==> src/rtl/fetch_queue_pkg.sv <==
// fetch_queue_pkg: types shared by the instruction prefetch unit.
//   InstAddr / Inst : 32-bit instruction address and instruction word.
//   RV_NOP          : value shown on the instruction output when nothing is valid.
//   FetchQState     : prefetch FSM states.
//   FetchEntry      : one buffered {pc, inst} pair.
package fetch_queue_pkg;

  typedef logic [31:0] InstAddr;
  typedef logic [31:0] Inst;

  localparam Inst RV_NOP = 32'h0000_0013;

  typedef enum logic [1:0] {
    IDLE,
    BUSY,
    DRAIN
  } FetchQState;

  typedef struct packed {
    InstAddr pc;
    Inst     inst;
  } FetchEntry;

  function automatic InstAddr align_word(input InstAddr a);
    return {a[31:2], 2'b00};
  endfunction

endpackage

==> src/rtl/fetch_queue_fifo.sv <==
// fetch_fifo: circular buffer holding prefetched entries.
// Ports:
//   i_clock, i_reset (sync, active-low)
//   i_push / i_pushData : write one entry at the tail
//   i_pop               : advance the head (caller only pops when o_valid)
//   i_flush             : empty the buffer and zero both pointers
//   o_valid             : head entry present
//   o_headData          : head entry, read from registered storage
//   o_count             : number of stored entries (log2(DEPTH)+1 bits)
module fetch_fifo #(
  parameter int unsigned DEPTH = 4,
  parameter int unsigned WIDTH = 64
) (
  input  logic                     i_clock,
  input  logic                     i_reset,
  input  logic                     i_push,
  input  logic [WIDTH-1:0]         i_pushData,
  input  logic                     i_pop,
  input  logic                     i_flush,
  output logic                     o_valid,
  output logic [WIDTH-1:0]         o_headData,
  output logic [$clog2(DEPTH):0]   o_count
);

  localparam int unsigned PTR_W = $clog2(DEPTH);
  localparam int unsigned CNT_W = PTR_W + 1;

  logic [WIDTH-1:0] mem_q [DEPTH];
  logic [WIDTH-1:0] mem_d [DEPTH];
  logic [PTR_W-1:0] wr_ptr_q, wr_ptr_d;
  logic [PTR_W-1:0] rd_ptr_q, rd_ptr_d;
  logic [CNT_W-1:0] count_q, count_d;

  always_comb begin
    mem_d = mem_q;
    if (i_push && !i_flush) begin
      mem_d[wr_ptr_q] = i_pushData;
    end
  end

  // Pointers are log2(DEPTH) bits wide and wrap on overflow.
  always_comb begin
    if (i_flush) begin
      wr_ptr_d = '0;
      rd_ptr_d = '0;
      count_d  = '0;
    end else begin
      wr_ptr_d = wr_ptr_q + PTR_W'(i_push);
      rd_ptr_d = rd_ptr_q + PTR_W'(i_pop);
      count_d  = count_q + CNT_W'(i_push) - CNT_W'(i_pop);
    end
  end

  always_ff @(posedge i_clock) begin
    mem_q <= mem_d;
  end

  always_ff @(posedge i_clock) begin
    if (!i_reset) begin
      wr_ptr_q <= '0;
      rd_ptr_q <= '0;
      count_q  <= '0;
    end else begin
      wr_ptr_q <= wr_ptr_d;
      rd_ptr_q <= rd_ptr_d;
      count_q  <= count_d;
    end
  end

  assign o_valid    = (count_q != '0);
  assign o_headData = mem_q[rd_ptr_q];
  assign o_count    = count_q;

endmodule

==> src/rtl/fetch_queue.sv <==
// fetch_queue: instruction prefetch unit between the instruction memory bus
// and the IF stage. Issues sequential word fetches, buffers {pc, inst} in a
// fetch_fifo, delivers one instruction per cycle, and on redirect flushes the
// buffer and discards any in-flight response.
// Ports:
//   i_clock, i_reset (sync, active-low)
//   o_memReq / o_memAddr / i_memAck / i_memData : instruction memory bus
//   i_redirect / i_redirectPc : flush and restart fetch at target
//   i_stall                   : consumer not accepting this cycle
//   o_valid / o_inst / o_pc   : FIFO head (NOP / 0 when empty)
//   o_perfRedirects, o_perfEmptyCycles : only when FETCHQ_PERF_EN is defined
module fetch_queue
  import fetch_queue_pkg::*;
#(
  parameter int unsigned DEPTH    = 4,
  parameter InstAddr     RESET_PC = 32'h0
) (
  input  logic        i_clock,
  input  logic        i_reset,
  output logic        o_memReq,
  output logic [31:0] o_memAddr,
  input  logic        i_memAck,
  input  logic [31:0] i_memData,
  input  logic        i_redirect,
  input  logic [31:0] i_redirectPc,
  input  logic        i_stall,
  output logic        o_valid,
  output logic [31:0] o_inst,
  output logic [31:0] o_pc
`ifdef FETCHQ_PERF_EN
  ,
  output logic [31:0] o_perfRedirects,
  output logic [31:0] o_perfEmptyCycles
`endif
);

  localparam int unsigned CNT_W = $clog2(DEPTH) + 1;
  localparam logic [CNT_W-1:0] DEPTH_C = CNT_W'(DEPTH);

  FetchQState state_q, state_d;
  InstAddr    fetch_pc_q, fetch_pc_d;
  InstAddr    hold_addr_q, hold_addr_d;

  logic             push;
  logic             pop;
  logic             fifo_valid;
  logic [CNT_W-1:0] count;
  logic [CNT_W-1:0] count_next;
  logic             space;
  FetchEntry        push_entry;
  FetchEntry        head;
  InstAddr          redirect_tgt;

  assign redirect_tgt = align_word(i_redirectPc);

  assign push = (state_q == BUSY) && i_memAck && !i_redirect;
  assign pop  = fifo_valid && !i_stall && !i_redirect;

  // Occupancy after this edge; a redirect empties the buffer outright.
  assign count_next = i_redirect ? '0 : (count + CNT_W'(push) - CNT_W'(pop));
  assign space      = (count_next < DEPTH_C);

  assign push_entry = '{pc: fetch_pc_q, inst: i_memData};

  fetch_fifo #(
    .DEPTH(DEPTH),
    .WIDTH($bits(FetchEntry))
  ) u_fifo (
    .i_clock   (i_clock),
    .i_reset   (i_reset),
    .i_push    (push),
    .i_pushData(push_entry),
    .i_pop     (pop),
    .i_flush   (i_redirect),
    .o_valid   (fifo_valid),
    .o_headData(head),
    .o_count   (count)
  );

  // fetch_pc_q always tracks the next address to fetch (including a pending
  // redirect target); hold_addr_q keeps the abandoned request stable in DRAIN
  // until the bus acknowledges it.
  always_comb begin
    state_d     = state_q;
    fetch_pc_d  = fetch_pc_q;
    hold_addr_d = hold_addr_q;
    unique case (state_q)
      IDLE: begin
        if (i_redirect) begin
          fetch_pc_d = redirect_tgt;
          state_d    = BUSY;
        end else if (space) begin
          state_d = BUSY;
        end
      end
      BUSY: begin
        if (i_redirect) begin
          fetch_pc_d = redirect_tgt;
          if (!i_memAck) begin
            hold_addr_d = fetch_pc_q;
            state_d     = DRAIN;
          end
        end else if (i_memAck) begin
          fetch_pc_d = fetch_pc_q + 32'd4;
          if (!space) begin
            state_d = IDLE;
          end
        end
      end
      DRAIN: begin
        if (i_redirect) begin
          fetch_pc_d = redirect_tgt;
        end
        if (i_memAck) begin
          state_d = BUSY;
        end
      end
      default: state_d = IDLE;
    endcase
  end

  always_ff @(posedge i_clock) begin
    if (!i_reset) begin
      state_q     <= IDLE;
      fetch_pc_q  <= RESET_PC;
      hold_addr_q <= '0;
    end else begin
      state_q     <= state_d;
      fetch_pc_q  <= fetch_pc_d;
      hold_addr_q <= hold_addr_d;
    end
  end

  assign o_memReq  = (state_q != IDLE);
  assign o_memAddr = (state_q == DRAIN) ? hold_addr_q : fetch_pc_q;

  assign o_valid = fifo_valid;
  assign o_inst  = fifo_valid ? head.inst : RV_NOP;
  assign o_pc    = fifo_valid ? head.pc : '0;

`ifdef FETCHQ_PERF_EN
  logic [31:0] perf_redirects_q, perf_redirects_d;
  logic [31:0] perf_empty_q, perf_empty_d;

  always_comb begin
    perf_redirects_d = perf_redirects_q + 32'(i_redirect);
    perf_empty_d     = perf_empty_q + 32'(!fifo_valid);
  end

  always_ff @(posedge i_clock) begin
    if (!i_reset) begin
      perf_redirects_q <= '0;
      perf_empty_q     <= '0;
    end else begin
      perf_redirects_q <= perf_redirects_d;
      perf_empty_q     <= perf_empty_d;
    end
  end

  assign o_perfRedirects   = perf_redirects_q;
  assign o_perfEmptyCycles = perf_empty_q;
`else
  // Performance counters not built.
`endif

endmodule
==> config.mk <==
export PLATFORM = sky130hd
export DESIGN_NAME = fetch_queue
export DESIGN_NICKNAME = d
export VERILOG_FILES = /design/src/rtl/fetch_queue_pkg.sv /design/src/rtl/fetch_queue_fifo.sv /design/src/rtl/fetch_queue.sv
export SDC_FILE = /design/constraint.sdc
export NUM_CORES = 1
export LEC_CHECK = 0
export ABC_CLOCK_PERIOD_IN_PS = 11700
export BUFFER_PORTS_ARGS = -buffer_cell sky130_fd_sc_hd__buf_4
export CORE_AREA = 3 3 153 230
export CTS_CLUSTER_SIZE = 16
export DETAILED_ROUTE_END_ITERATION = 8
export DIE_AREA = 0 0 156 233
export GPL_TIMING_DRIVEN = 0
export MAX_ROUTING_LAYER = met4
export SLEW_MARGIN = 20
export SYNTH_ARGS = -nofsm -noshare
export SYNTH_HDL_FRONTEND = slang
export SYNTH_SLANG_ARGS = --single-unit
export TNS_END_PERCENT = 1
==> constraint.sdc <==
create_clock -name i_clock -period 11.7 [get_ports i_clock]
set_clock_uncertainty 0.1 [all_clocks]
set_input_delay 2.34 -clock i_clock [delete_from_list [all_inputs] [get_ports i_clock]]
set_output_delay 2.34 -clock i_clock [all_outputs]
set_load 0.03 [all_outputs]
==> reports/qor.yml <==
status:
  outcome: "complete, no violations"
routing:
  drc: 0
  viasPerCell: 5.28
  detail-route-antenna-nets: 0
  wl_per_cell_um: 20.4
  drt_iter0_markers: 466
  routed_wl_mm: 31.7
  vias: 8208
  drtPass1Iterations: 6
timing:
  fmax_mhz: 188
  max_slew.worst_pin.slew_ps: 894
  setup_viol: 0
  hold_viol: 0
  relSlewSlack: 0.404
  finalCriticalPeriod_ps: 5320
  finalCritPeriodShare: 0.455
  rsz0062_at_grt: "false"
  whs_ps: 351
  timing.final.max_slew_violations: 0
clock_network:
  cts_buffers: 30
  clk_pin_slew_worst_paths_ps: 60
  post-cts-setup-buffer-count: 0
  cts_root_buffer: "clkbuf_16"
  cts_tree: "yes"
  clock_latency_ps: 560
  htreeDepth: 1
  clockBufferDepth: 3
  clock_sinks: 317
  hold_buffers: 0
  cts_resized: 0
floorplan:
  die_y_um: 233
  core_area_um2: 33300
  core.rowCount: 82
  die_area_um2: 36300
  start_util: 0.398
  dieWidth_um: 156
  ioPinCount: 167
global_route:
  track_usage: 0.178
  grt_pass1_wl_mm: 48.8
  grt.overflow.total: 0
  grt_pass1_vias: 8335
  grt_max_degree: 41
  grt_antenna_before_repair: 0
yosys:
  synthFlopType: "edfxtp_1"
  synthesis.instances: 893
  post_synth_num_cell_types: 69
  ys_seq_area_frac: 0.664
  yosysWarnings: 0
  synth-seq-cells: 317
  synth.avg_cell_area_um2: 14.9
  ys_async_sr_fraction: 0
  synth_edf_count: 248
  syn_area_um2: 13300
setup_path:
  crit_fanout: 10
  critical_path_class: "flop to primary output"
  cp.arrival_ps: 2880
  worstPathRequired_ps: 9260
  cp-end-kind: "primary output"
  start_kind: "flop"
  reg2reg_depth: 9
final_layout:
  diodes: 0
  post-route-util: 0.488
  fin_nets: 1183
  final_common_cell: "edfxtp_1"
  syn2layout_area_growth_pct: 22.5
  fill_cells: 2901
  drive_gt1_frac: 0.315
  layout_common_cells: "edfxtp_1, buf_4, nand2_1"
run:
  drv_cap: 0
place:
  io_buffers: 160
  post-dp-hpwl_mm: 22.6
  gpl.final_weighted_congestion: 0.880
pwr:
  p_leak_uw: 0.00560
  p_per_area_nw_per_um2: 146
  fin_total_pwr_uw: 2380
  ir_drop_uv: 102
min_path:
  hold_depth: 2
  min_path_type: "flop to flop"
[power by group]
group,internal [uW],leakage (uW),switching [uW],total [uW]
Combinational,78.2,0.00232,106,184
Sequential,1240,0.00282,28.0,1270
Clock,524,0.000468,403,927
[per-stage QoR]
stage,area [um2],cells,setup WS (ps),TNS [ps]
after floorplan,13300,896,3680,0
after global placement,15000,1476,-524,-45130
after detailed placement,15300,1498,6690,0
after CTS,16300,1554,6190,0
after global routing,16300,1554,6110,0
final,16300,1554,6380,0
[state kept, by name, summed over array words and instances, names as in the netlist]
signal,flops
u_fifo.mem_q,248
state_q,2
hold_addr_q,30
fetch_pc_q,30
u_fifo.rd_ptr_q,2
u_fifo.wr_ptr_q,2
u_fifo.o_count,3
[kinds of logic after synthesis]
logic type	after synthesis	share of synthesized area
xor+xnor	5	0.00330
other cells	1	0.000282
simple gates	270	0.107
mux	92	0.130
compound gates	127	0.0605
buf+inv	77	0.0303
fa+ha+maj	4	0.00433
flops	317	0.664
[worst max-delay path, stage by stage, from the launching register on]
cell and delay, ps:
dfxtp_1 300, clkbuf_1 600, buf_2 470, mux4_2 610, nor2b_1 160, buf_4 190
[worst paths after layout]
path | slack (ps) | endpoint | start
max | 6380 | o_pc[13] | u_fifo.rd_ptr_q[0]
min | 350 | hold_addr_q[25] | hold_addr_q[25]
max reg2reg | 8740 | state_q[0] | state_q[1]
min reg2reg | 350 | hold_addr_q[25] | hold_addr_q[25]
[cell usage after synthesis (all sizes together), types with 2 or more instances]
library cell	count	area share
nand4	8	0.0054
and3	8	0.0039
nand2	100	0.028
ha	3	0.0028
o22ai	2	0.00094
a31oi	11	0.0052
o21ai	26	0.0098
o31a	3	0.0020
xnor2	4	0.0026
mux2	26	0.022
a311oi	2	0.0013
a32oi	3	0.0020
a21oi	48	0.018
o221a	2	0.0017
and2	8	0.0039
o311ai	2	0.0013
mux2i	4	0.0030
nand3	13	0.0049
or4	3	0.0017
a211oi	3	0.0017
nor3	11	0.0045
nand2b	3	0.0014
o31ai	2	0.0011
o221ai	6	0.0040
a22oi	2	0.0011
or3	5	0.0024
clkbuf	46	0.015
nor4	4	0.0030
edfxtp	248	0.56
a32o	4	0.0030
and4	3	0.0020
nor3b	4	0.0023
nand3b	2	0.0011
mux4	62	0.11
a41o	2	0.0015
buf	18	0.0096
dfxtp	69	0.10
a22o	2	0.0013
inv	11	0.0031
nor2b	62	0.029
nor2	27	0.0076
or2	5	0.0024
[cell type report]
cell class	count	area (um2)	share of cell area
clock inverters	24	170	0.0105
inverters	11	41.3	0.00254
repair buffers	182	1490	0.0912
clock buffers	32	779	0.0479
plain buffers	66	362	0.0222
well taps	420	526	0.0323
flip-flops and latches	317	8830	0.542
multi-input cells	502	4090	0.251
[routing by layer]
metal  wire (um)  global-route usage  vias to the layer above
met1       12800               0.217                     4082
met4         820              0.0530                        0
met2       16800               0.313                      224
met5           0                   -                        -
li1            -                   -                     3844
met3        1310              0.0195                       58
(Power assumes the default switching activity.)
